File: src/rtl/climate_sequencer_if.sv
// Request/actuator bundle between the front-panel mode controller and the climate sequencer.
// The master drives the mode requests and the slave drives the actuators and status.
interface climate_sequencer_if;
    logic       en_i;
    logic [2:0] velMode_i;
    logic [2:0] tempMode_i;
    logic       fan_pwm_o;
    logic       heat_pwm_o;
    logic [2:0] fan_lvl_o;
    logic [1:0] state_o;
    logic       busy_o;

    modport master (
        output en_i, velMode_i, tempMode_i,
        input  fan_pwm_o, heat_pwm_o, fan_lvl_o, state_o, busy_o
    );

    modport slave (
        input  en_i, velMode_i, tempMode_i,
        output fan_pwm_o, heat_pwm_o, fan_lvl_o, state_o, busy_o
    );
endinterface

File: src/rtl/climate_sequencer.sv
// Fan/heater sequencer: ramped fan level, glitch-free PWM, a heater interlock on fan speed,
// and a forced fan cool-down period after the heater stops.
module climate_sequencer #(
    parameter int LEVEL_STEP  = 20,
    parameter int RAMP_CYC    = 5000,
    parameter int COOL_CYC    = 50000,
    parameter int MIN_FAN_LVL = 2
) (
    input  logic                clk_i,
    input  logic                rst_i,
    climate_sequencer_if.slave  bus
);
    typedef enum logic [1:0] {IDLE = 2'd0, PREFAN = 2'd1, HEAT = 2'd2, COOL = 2'd3} state_t;

    localparam int PERIOD = 5 * LEVEL_STEP;
    localparam int DUTY_W = $clog2(PERIOD + 1);
    localparam int RAMP_W = (RAMP_CYC > 1) ? $clog2(RAMP_CYC) : 1;
    localparam int COOL_W = (COOL_CYC > 1) ? $clog2(COOL_CYC) : 1;

    localparam logic [2:0]        MIN_LVL   = 3'(MIN_FAN_LVL);
    localparam logic [DUTY_W-1:0] STEP      = DUTY_W'(LEVEL_STEP);
    localparam logic [DUTY_W-1:0] PWM_LAST  = DUTY_W'(PERIOD - 1);
    localparam logic [RAMP_W-1:0] RAMP_LAST = RAMP_W'(RAMP_CYC - 1);
    localparam logic [COOL_W-1:0] COOL_LOAD = COOL_W'(COOL_CYC - 1);

    function automatic logic [2:0] clamp5(input logic [2:0] x);
        return (x > 3'd5) ? 3'd5 : x;
    endfunction

    state_t              state_q, state_d;
    logic [2:0]          fan_lvl_q, fan_lvl_d;
    logic [RAMP_W-1:0]   ramp_cnt_q, ramp_cnt_d;
    logic [COOL_W-1:0]   cool_cnt_q, cool_cnt_d;
    logic [DUTY_W-1:0]   pwm_cnt_q, pwm_cnt_d;
    logic [DUTY_W-1:0]   fan_duty_q, fan_duty_d;
    logic [DUTY_W-1:0]   heat_duty_q, heat_duty_d;
    logic                fan_pwm_q, fan_pwm_d;
    logic                heat_pwm_q, heat_pwm_d;
    logic [2:0]          v, t, fan_tgt;
    logic                period_end;

    always_comb begin
        v       = bus.en_i ? clamp5(bus.velMode_i)  : 3'd0;
        t       = bus.en_i ? clamp5(bus.tempMode_i) : 3'd0;
        fan_tgt = (state_q == IDLE || v >= MIN_LVL) ? v : MIN_LVL;

        state_d    = state_q;
        cool_cnt_d = cool_cnt_q;
        case (state_q)
            IDLE:    if (t != 3'd0) state_d = PREFAN;
            PREFAN:  if (t == 3'd0) state_d = IDLE;
                     else if (fan_lvl_q >= MIN_LVL) state_d = HEAT;
            HEAT:    if (t == 3'd0) begin
                         state_d    = COOL;
                         cool_cnt_d = COOL_LOAD;
                     end
            COOL:    if (t != 3'd0) state_d = HEAT;
                     else if (cool_cnt_q == '0) state_d = IDLE;
                     else cool_cnt_d = cool_cnt_q - 1'b1;
            default: state_d = IDLE;
        endcase

        // Fan only ever moves one level per ramp period, in either direction.
        ramp_cnt_d = (ramp_cnt_q == RAMP_LAST) ? '0 : ramp_cnt_q + 1'b1;
        fan_lvl_d  = fan_lvl_q;
        if (ramp_cnt_q == RAMP_LAST) begin
            if (fan_lvl_q < fan_tgt)      fan_lvl_d = fan_lvl_q + 3'd1;
            else if (fan_lvl_q > fan_tgt) fan_lvl_d = fan_lvl_q - 3'd1;
        end

        period_end  = (pwm_cnt_q == PWM_LAST);
        pwm_cnt_d   = period_end ? '0 : pwm_cnt_q + 1'b1;
        fan_duty_d  = period_end ? DUTY_W'(fan_lvl_q) * STEP : fan_duty_q;
        heat_duty_d = period_end ? DUTY_W'(t) * STEP : heat_duty_q;

        // Heater gating looks at the next state so leaving HEAT kills the output at once.
        fan_pwm_d  = (pwm_cnt_q < fan_duty_q);
        heat_pwm_d = (state_d == HEAT) && (fan_lvl_d >= MIN_LVL) && (pwm_cnt_q < heat_duty_q);
    end

    always_ff @(posedge clk_i or posedge rst_i) begin
        if (rst_i) begin
            state_q     <= IDLE;
            fan_lvl_q   <= '0;
            ramp_cnt_q  <= '0;
            cool_cnt_q  <= '0;
            pwm_cnt_q   <= '0;
            fan_duty_q  <= '0;
            heat_duty_q <= '0;
            fan_pwm_q   <= 1'b0;
            heat_pwm_q  <= 1'b0;
        end else begin
            state_q     <= state_d;
            fan_lvl_q   <= fan_lvl_d;
            ramp_cnt_q  <= ramp_cnt_d;
            cool_cnt_q  <= cool_cnt_d;
            pwm_cnt_q   <= pwm_cnt_d;
            fan_duty_q  <= fan_duty_d;
            heat_duty_q <= heat_duty_d;
            fan_pwm_q   <= fan_pwm_d;
            heat_pwm_q  <= heat_pwm_d;
        end
    end

    assign bus.fan_pwm_o  = fan_pwm_q;
    assign bus.heat_pwm_o = heat_pwm_q;
    assign bus.fan_lvl_o  = fan_lvl_q;
    assign bus.state_o    = state_q;
    assign bus.busy_o     = (fan_lvl_q != fan_tgt) || (state_q == PREFAN) || (state_q == COOL);
endmodule

File: src/flat_wrapper.sv
// flat-port wrapper written by rule: the top's interface ports become plain ports
module climate_sequencer_flat 
#(
    parameter int LEVEL_STEP  = 20,
    parameter int RAMP_CYC    = 5000,
    parameter int COOL_CYC    = 50000,
    parameter int MIN_FAN_LVL = 2
)
  (clk_i, rst_i, bus_en_i, bus_velMode_i, bus_tempMode_i, bus_fan_pwm_o, bus_heat_pwm_o, bus_fan_lvl_o, bus_state_o, bus_busy_o);
  climate_sequencer_if bus_i ();
  input  logic clk_i;
  input  logic rst_i;
  input wire logic [$bits(bus_i.en_i)-1:0] bus_en_i;
  input wire logic [$bits(bus_i.velMode_i)-1:0] bus_velMode_i;
  input wire logic [$bits(bus_i.tempMode_i)-1:0] bus_tempMode_i;
  output wire logic [$bits(bus_i.fan_pwm_o)-1:0] bus_fan_pwm_o;
  output wire logic [$bits(bus_i.heat_pwm_o)-1:0] bus_heat_pwm_o;
  output wire logic [$bits(bus_i.fan_lvl_o)-1:0] bus_fan_lvl_o;
  output wire logic [$bits(bus_i.state_o)-1:0] bus_state_o;
  output wire logic [$bits(bus_i.busy_o)-1:0] bus_busy_o;
  assign bus_i.en_i = bus_en_i;
  assign bus_i.velMode_i = bus_velMode_i;
  assign bus_i.tempMode_i = bus_tempMode_i;
  assign bus_fan_pwm_o = bus_i.fan_pwm_o;
  assign bus_heat_pwm_o = bus_i.heat_pwm_o;
  assign bus_fan_lvl_o = bus_i.fan_lvl_o;
  assign bus_state_o = bus_i.state_o;
  assign bus_busy_o = bus_i.busy_o;
  climate_sequencer #(.LEVEL_STEP(LEVEL_STEP), .RAMP_CYC(RAMP_CYC), .COOL_CYC(COOL_CYC), .MIN_FAN_LVL(MIN_FAN_LVL)) u_core (.clk_i(clk_i), .rst_i(rst_i), .bus(bus_i));
endmodule
File: config.mk
export PLATFORM = sky130hd
export DESIGN_NAME = climate_sequencer_flat
export DESIGN_NICKNAME = d
export VERILOG_FILES = /design/src/rtl/climate_sequencer_if.sv /design/src/rtl/climate_sequencer.sv /design/src/flat_wrapper.sv
export SDC_FILE = /design/constraint.sdc
export NUM_CORES = 1
export LEC_CHECK = 0
export CAP_MARGIN = 10
export CELL_PAD_IN_SITES_DETAIL_PLACEMENT = 0
export CELL_PAD_IN_SITES_GLOBAL_PLACEMENT = 2
export CORE_MARGIN = 2
export CORE_UTILIZATION = 35
export CTS_CLUSTER_SIZE = 30
export DETAILED_ROUTE_END_ITERATION = 8
export PLACE_DENSITY_LB_ADDON = 0.2
export SETUP_SLACK_MARGIN = 0.5
export SLEW_MARGIN = 30
export SYNTH_ARGS = -nofsm -noshare
export SYNTH_HDL_FRONTEND = slang
export SYNTH_SLANG_ARGS = --single-unit
File: constraint.sdc
create_clock -name clk_i -period 2 [get_ports clk_i]
set_clock_uncertainty 0.15 [all_clocks]
set_input_delay 0.2 -clock clk_i [delete_from_list [all_inputs] [get_ports clk_i]]
set_output_delay 0.2 -clock clk_i [all_outputs]
set_load 0.02 [all_outputs]
==> flow_summary.yaml <==
synth:
  synth_nets: 327
  ys_ff_latch: 53
  async_flop_share_pct: 100
  ys_seq_area_share_pct: 45.2
  yosys_warnings: 0
  syn_avg_cell_area_sq_um: 9.88
  synth-edff-count: 0
  synth_top_area_share_pct: 45.2
  yosys-top-cells-count: "dfrtp_1, nand2_1, nor2_1"
  synth_area_leaders: "dfrtp_1, ha_1, xnor2_1, nand2_1, nor2_1"
  synth_flop_cell: "dfrtp_1"
  synthCells: 297
  syn-cell-area_sq_um: 2940
  yosysMostFrequentCell: "dfrtp_1"
  synth_top_cell_by_area: "dfrtp_1"
  synth_cell_types: 43
setup_path:
  crit_arrival_ns: 2.16
  start_kind: "flop"
  timing_worst_setup_path_type: "flop to flop"
  cp_data_required_time_ns: 2.03
  crit_path_end_kind: "flop"
  path_cells: "nor2_4, o31ai_1, nor2_1, ha_2, and3_4, a211o_1, a21oi_2, xnor2_2, a31oi_1"
  critPathTopFamily: "compound AO/OA/AOI/OAI gates"
  cp.buffers_inverters: 0
  cp_max_fo: 3
  critPathSlowestCell: "dfrtp_2"
  cp_slowest_stage_delay_ns: 0.44
min_path:
  min_path_type: "input port to asynchronous set/reset pin"
pwr:
  power.internal_uw: 1960
  seqPwrFrac_pct: 42.2
  switchingPower_uw: 843
  combPwrFrac_pct: 30.4
  p_sw_share_pct: 30.1
  leakage_uw: 0.00188
  ir_drop_mv: 0.423
  clkPwrFrac_pct: 27.4
  cellPowerDensity_nw_per_um2: 626
global_route:
  globalRouteTotalUtil_pct: 16.1
  antenna_found_initial: 0
  grt.overflow.total: 0
  grt_max_degree: 44
  grt_pass1_wl_microns: 11500
  grt_pass1_vias: 2392
clock_tree:
  clock_latency_ns: 0.30
  h-tree-depth: 2
  clkTransAtPathRegs_ns: 0.10
  cts_sinks: 53
  ctsRootBufferMaster: "clkbuf_8"
  cts.path.max_buffers: 2
  cts_tree: "done"
  numCtsBuffers: 5
finish:
  antennaDiodeCount: 0
  post-route-util_pct: 54.7
  seq_area_sq_um: 1330
  layout.nets: 414
  syn_to_final_growth_pct: 52.3
  drive_gt1_share_pct: 45.2
  multi_input_area_sq_um: 2010
  fillCellCount: 729
detailed_routing:
  drt_iter0_markers: 74
  drc: 0
  routed.top_layer: "met4"
  ant_nets: 0
  first_pass_iters: 4
  viasPerCell: 4.85
  wl_microns: 6820
  met1_length_microns: 3310
  wl_met2_microns: 3280
  post_drt_wl_per_cell_microns: 13.9
  vias: 2377
  wl_met3_microns: 157
place:
  port_buffers: 16
  dp.final_hpwl_microns: 4750
  gp_congestion: 0.779
job:
  max_cap_viol_count: 0
timing:
  post-route-period-util_pct: 106
  rsz0062_at_grt: "yes"
  hold_viol: 0
  clock.fmax_mhz: 470
  tightest_slew_ns: 0.295
  maxSlewViolCount: 0
  slew_headroom_pct: 79.8
  setup_tns_ns: -0.309
  layout_setup_ws_ns: -0.129
  finalSetupViolCount: 4
  finalCriticalPeriod_ns: 2.13
floorplanning:
  initial_utilization_pct: 35.9
  coreArea_sq_um: 8180
  die_h_microns: 95.6
  num_rows: 33
  die_area_sq_um: 9140
  die_w_microns: 95.6
  ios: 17
outcome:
  outcome: "finished, violations left"
  violations: "setup timing"
==> power by group through the flow <==
stage / registers [uW] / logic, uW / clock network (uW)
floorplan: 1230 / 331 / 0
global placement: 1190 / 658 / 0
detailed placement: 1190 / 665 / 0
CTS: 1170 / 719 / 792
global route: 1190 / 922 / 832
finish: 1180 / 852 / 767
==> metal layers <==
metal  global-route usage (%)  vias to the layer above
li1                         -                     1200
met1                     22.7                     1148
met2                     26.2                       24
met3                     2.69                        5
met4                     3.57                        0
met5                        0                        -
==> cell usage in the layout, fill, tap and decap left out, drive strengths merged, types with 3 or more instances in the layout <==
| cell | instances |
|---|---|
| o31ai | 3 |
| and2 | 7 |
| clkdlybuf4s50 | 8 |
| nor2 | 27 |
| nand3 | 14 |
| inv | 15 |
| buf | 75 |
| dfrtp | 53 |
| a21o | 8 |
| nand2 | 31 |
| nand2b | 6 |
| nor4 | 3 |
| ha | 21 |
| a31oi | 3 |
| or2 | 3 |
| nor3 | 8 |
| xnor2 | 19 |
| a21oi | 13 |
| xor2 | 9 |
| a2111oi | 6 |
| o21ai | 8 |
| mux2 | 6 |
| nand4 | 3 |
| clkbuf | 9 |
| or3 | 3 |
==> registers in the layout, summed over array words and instances, names as in the netlist <==
signal and cells:
u_core.cool_cnt_q 16, u_core.ramp_cnt_q 13, u_core.pwm_cnt_q 7, u_core.fan_duty_q 5, u_core.heat_duty_q 5, u_core.bus.fan_lvl_o 3, u_core.bus.state_o 2, u_core.bus.fan_pwm_o 1
u_core.bus.heat_pwm_o 1
==> metrics by stage <==
stage                     worst slack, ns  total power, uW  cell area [sq um]  hold slack (ns)  cells
after global placement             -0.454             1850               3870            0.325    463
after floorplan                    -0.187             1560               3220            0.111    297
after global routing               -0.225             2940               4470           0.0450    490
final                              -0.129             2800               4470           0.0380    490
after CTS                          -0.138             2680               4230           0.0428    480
after detailed placement           -0.464             1860               3870            0.332    463
==> repair_timing <==
item / CTS / global route
pin swaps: 42 / 36
gates cloned: 1 / 1
hold endpoints to repair: 0 / 0
buffers inserted: 8 / 9
setup endpoints to repair: 53 / 52
hold buffers: 0 / 0
resized for setup: 65 / 45
==> cells by family (layout without fill, tap and decap cells) <==
kind of cell / count (synthesis) / count (layout) / synth area share, %
muxes: 6 / 6 / 2.30
and+or+nand+nor: 117 / 118 / 20.2
DFF: 53 / 53 / 45.2
AOI/OAI and AO/OA: 48 / 48 / 11.8
xor gates and xnor gates: 28 / 28 / 8.35
adders and majority gates: 21 / 21 / 8.95
buffers and inverters: 24 / 111 / 3.20
==> area by class of cell <==
class	instances	area share [%]
clock buffers	7	1.93
clock inverters	1	0.672
inverters	16	1.43
multi-input cells	221	45.0
flip-flops and latches	53	29.8
well taps	105	2.94
repair buffers	87	18.3
==> final timing paths <==
kind	from	endpoint	slack [ns]	depth (start not counted)
worst min-delay path	rst_i	u_core.cool_cnt_q[7]	0.04	2
min in group clk_i	u_core.ramp_cnt_q[0]	u_core.ramp_cnt_q[0]	0.34	1
worst min register to register	u_core.ramp_cnt_q[0]	u_core.ramp_cnt_q[0]	0.34	1
max in group asynchronous	rst_i	u_core.bus.state_o[1]	1.14	3
worst max register to register	u_core.bus.state_o[0]	u_core.bus.heat_pwm_o	-0.13	9
worst max-delay path	u_core.bus.state_o[0]	u_core.bus.heat_pwm_o	-0.13	9
No activity file was read; power rests on OpenSTA's default activity.
==> edit, RTL diff (same flow settings) <==
`LEVEL_STEP` is set to 20 in 2 places; all go to 40.
--- a/src/rtl/climate_sequencer.sv
+++ b/src/rtl/climate_sequencer.sv
@@ -1,7 +1,7 @@
 // Fan/heater sequencer: ramped fan level, glitch-free PWM, a heater interlock on fan speed,
 // and a forced fan cool-down period after the heater stops.
 module climate_sequencer #(
-    parameter int LEVEL_STEP  = 20,
+    parameter int LEVEL_STEP  = 40,
     parameter int RAMP_CYC    = 5000,
     parameter int COOL_CYC    = 50000,
     parameter int MIN_FAN_LVL = 2
--- a/src/flat_wrapper.sv
+++ b/src/flat_wrapper.sv
@@ -1,7 +1,7 @@
 // flat-port wrapper written by rule: the top's interface ports become plain ports
 module climate_sequencer_flat 
 #(
-    parameter int LEVEL_STEP  = 20,
+    parameter int LEVEL_STEP  = 40,
     parameter int RAMP_CYC    = 5000,
     parameter int COOL_CYC    = 50000,
     parameter int MIN_FAN_LVL = 2
Formal check against the unedited RTL: same outputs for any inputs over 10 cycles, from zero or initial values and one cycle with rst_i high; that may be too few to reach the edited logic, so the function may still have changed.
==> edit against the original RTL <==
  * The run still ends with setup timing left
  * Setup slack got worse by 0.048 ns
  * Wire length up 7.0%
  * Sequential cell count is 1 higher
  * Area after synthesis up 0.90%
  * Cell area rose by 2.2%
  * Synthesized cell count grew 0.34%
  * Largest cell class unchanged
Power is not compared: it rests on default switching activity, and its combinational part moved more than twofold at a synthesized area within 25%.
==> edit: results (changes against the original RTL) <==
Yosys
  – Synth Instances: 298 (was 297)
  – Mux share of post-synthesis cell area: 1.10% (was 2.30%)
  – Compound-Gate Fraction of Synth Area: 13.7% (was 11.8%)
  – Largest cells by area after synthesis: dfrtp_1, ha_1, xnor2_1 (unchanged)

Placed design
  – Post-Place Worst Slack: -0.508 ns (was -0.464 ns)
  – HPWL Detailed: 5.00 mm (was 4.75 mm)
  – Placer Congestion: 0.799 (was 0.779)

Routing
  – Drt initial violations: 121 (was 74)
  – Met1 wire length: 3.41 mm (was 3.31 mm)
  – Vias per cell: 5.12 (was 4.85)
  – Met3 Wirelength: 137 µm (was 157 µm)
  – DR WL met2: 3.66 mm (was 3.28 mm)

Status
  – Status: finished, violations left (unchanged)
  – Failing checks: setup timing (unchanged)

Global route
  – Met1 Track Usage GR: 22.4% (was 22.7%)
  – First-pass GRT wire length: 12.2 mm (was 11.5 mm)
  – Gr usage total: 17.0% (was 16.1%)
  – M2 GR Usage: 28.5% (was 26.2%)
  – Vias in the first global route: 2548 (was 2392)
  – M3 GR Usage: 2.66% (was 2.69%)

STA
  – Worst Slack Setup Final: -0.178 ns (was -0.129 ns)
  – TNS Setup: -0.306 ns (was -0.309 ns)
  – Final setup viols: 3 (was 4)

Cells and area
  – Layout cell share with drive strength beyond 1: 49.7% (was 45.2%)
  – Regs by FF count: u_core.cool_cnt_q: 16 flops, u_core.ramp_cnt_q: 13 flops, u_core.pwm_cnt_q: 8 flops (was u_core.cool_cnt_q: 16 flops, u_core.ramp_cnt_q: 13 flops, u_core.pwm_cnt_q: 7 flops)

CTS
  – Worst-Skew Late Latency: 0.32 ns (was 0.30 ns)

Critical path
  – Critical Path AT: 2.29 ns (was 2.16 ns)
  – Critical-path maximum fanout: 2 (was 3)
-- edit: cell types whose count changed in the layout (fill, tap and decap cells not counted), moves of 6 or more --
cell     change
nor2_1      -12
buf_4       +10
xnor2_1      -6
nand2_1     -10
or3_1        +6
o21ai_1      +9
-- edit: cell families after synthesis --
logic type                 Yosys count
AOI/OAI and AO/OA                   62
xor gates and xnor gates            23
adders and majority gates           21
buffers and inverters               27
DFF                                 54
muxes                                3
and+or+nand+nor                    108
-- edit: cell type report --
| cell class | instances | area, µm² |
|---|---|---|
| Fill cell | 743 | 3650 |
| Multi-Input combinational cell | 217 | 2040 |
| Sequential cell | 54 | 1360 |
| Timing Repair Buffer | 97 | 847 |
| Tap cell | 105 | 131 |
| Inverter | 18 | 71.3 |
| Clock buffer | 5 | 68.8 |
| Clock inverter | 3 | 47.5 |
-- edit: timing repair --
action,4_1_cts,5_1_grt
pin swaps,39,29
resized for setup,95,49
hold endpoints to repair,0,0
setup buffers,21,15
endpoints found under the setup margin,53,49
cloned,1,0
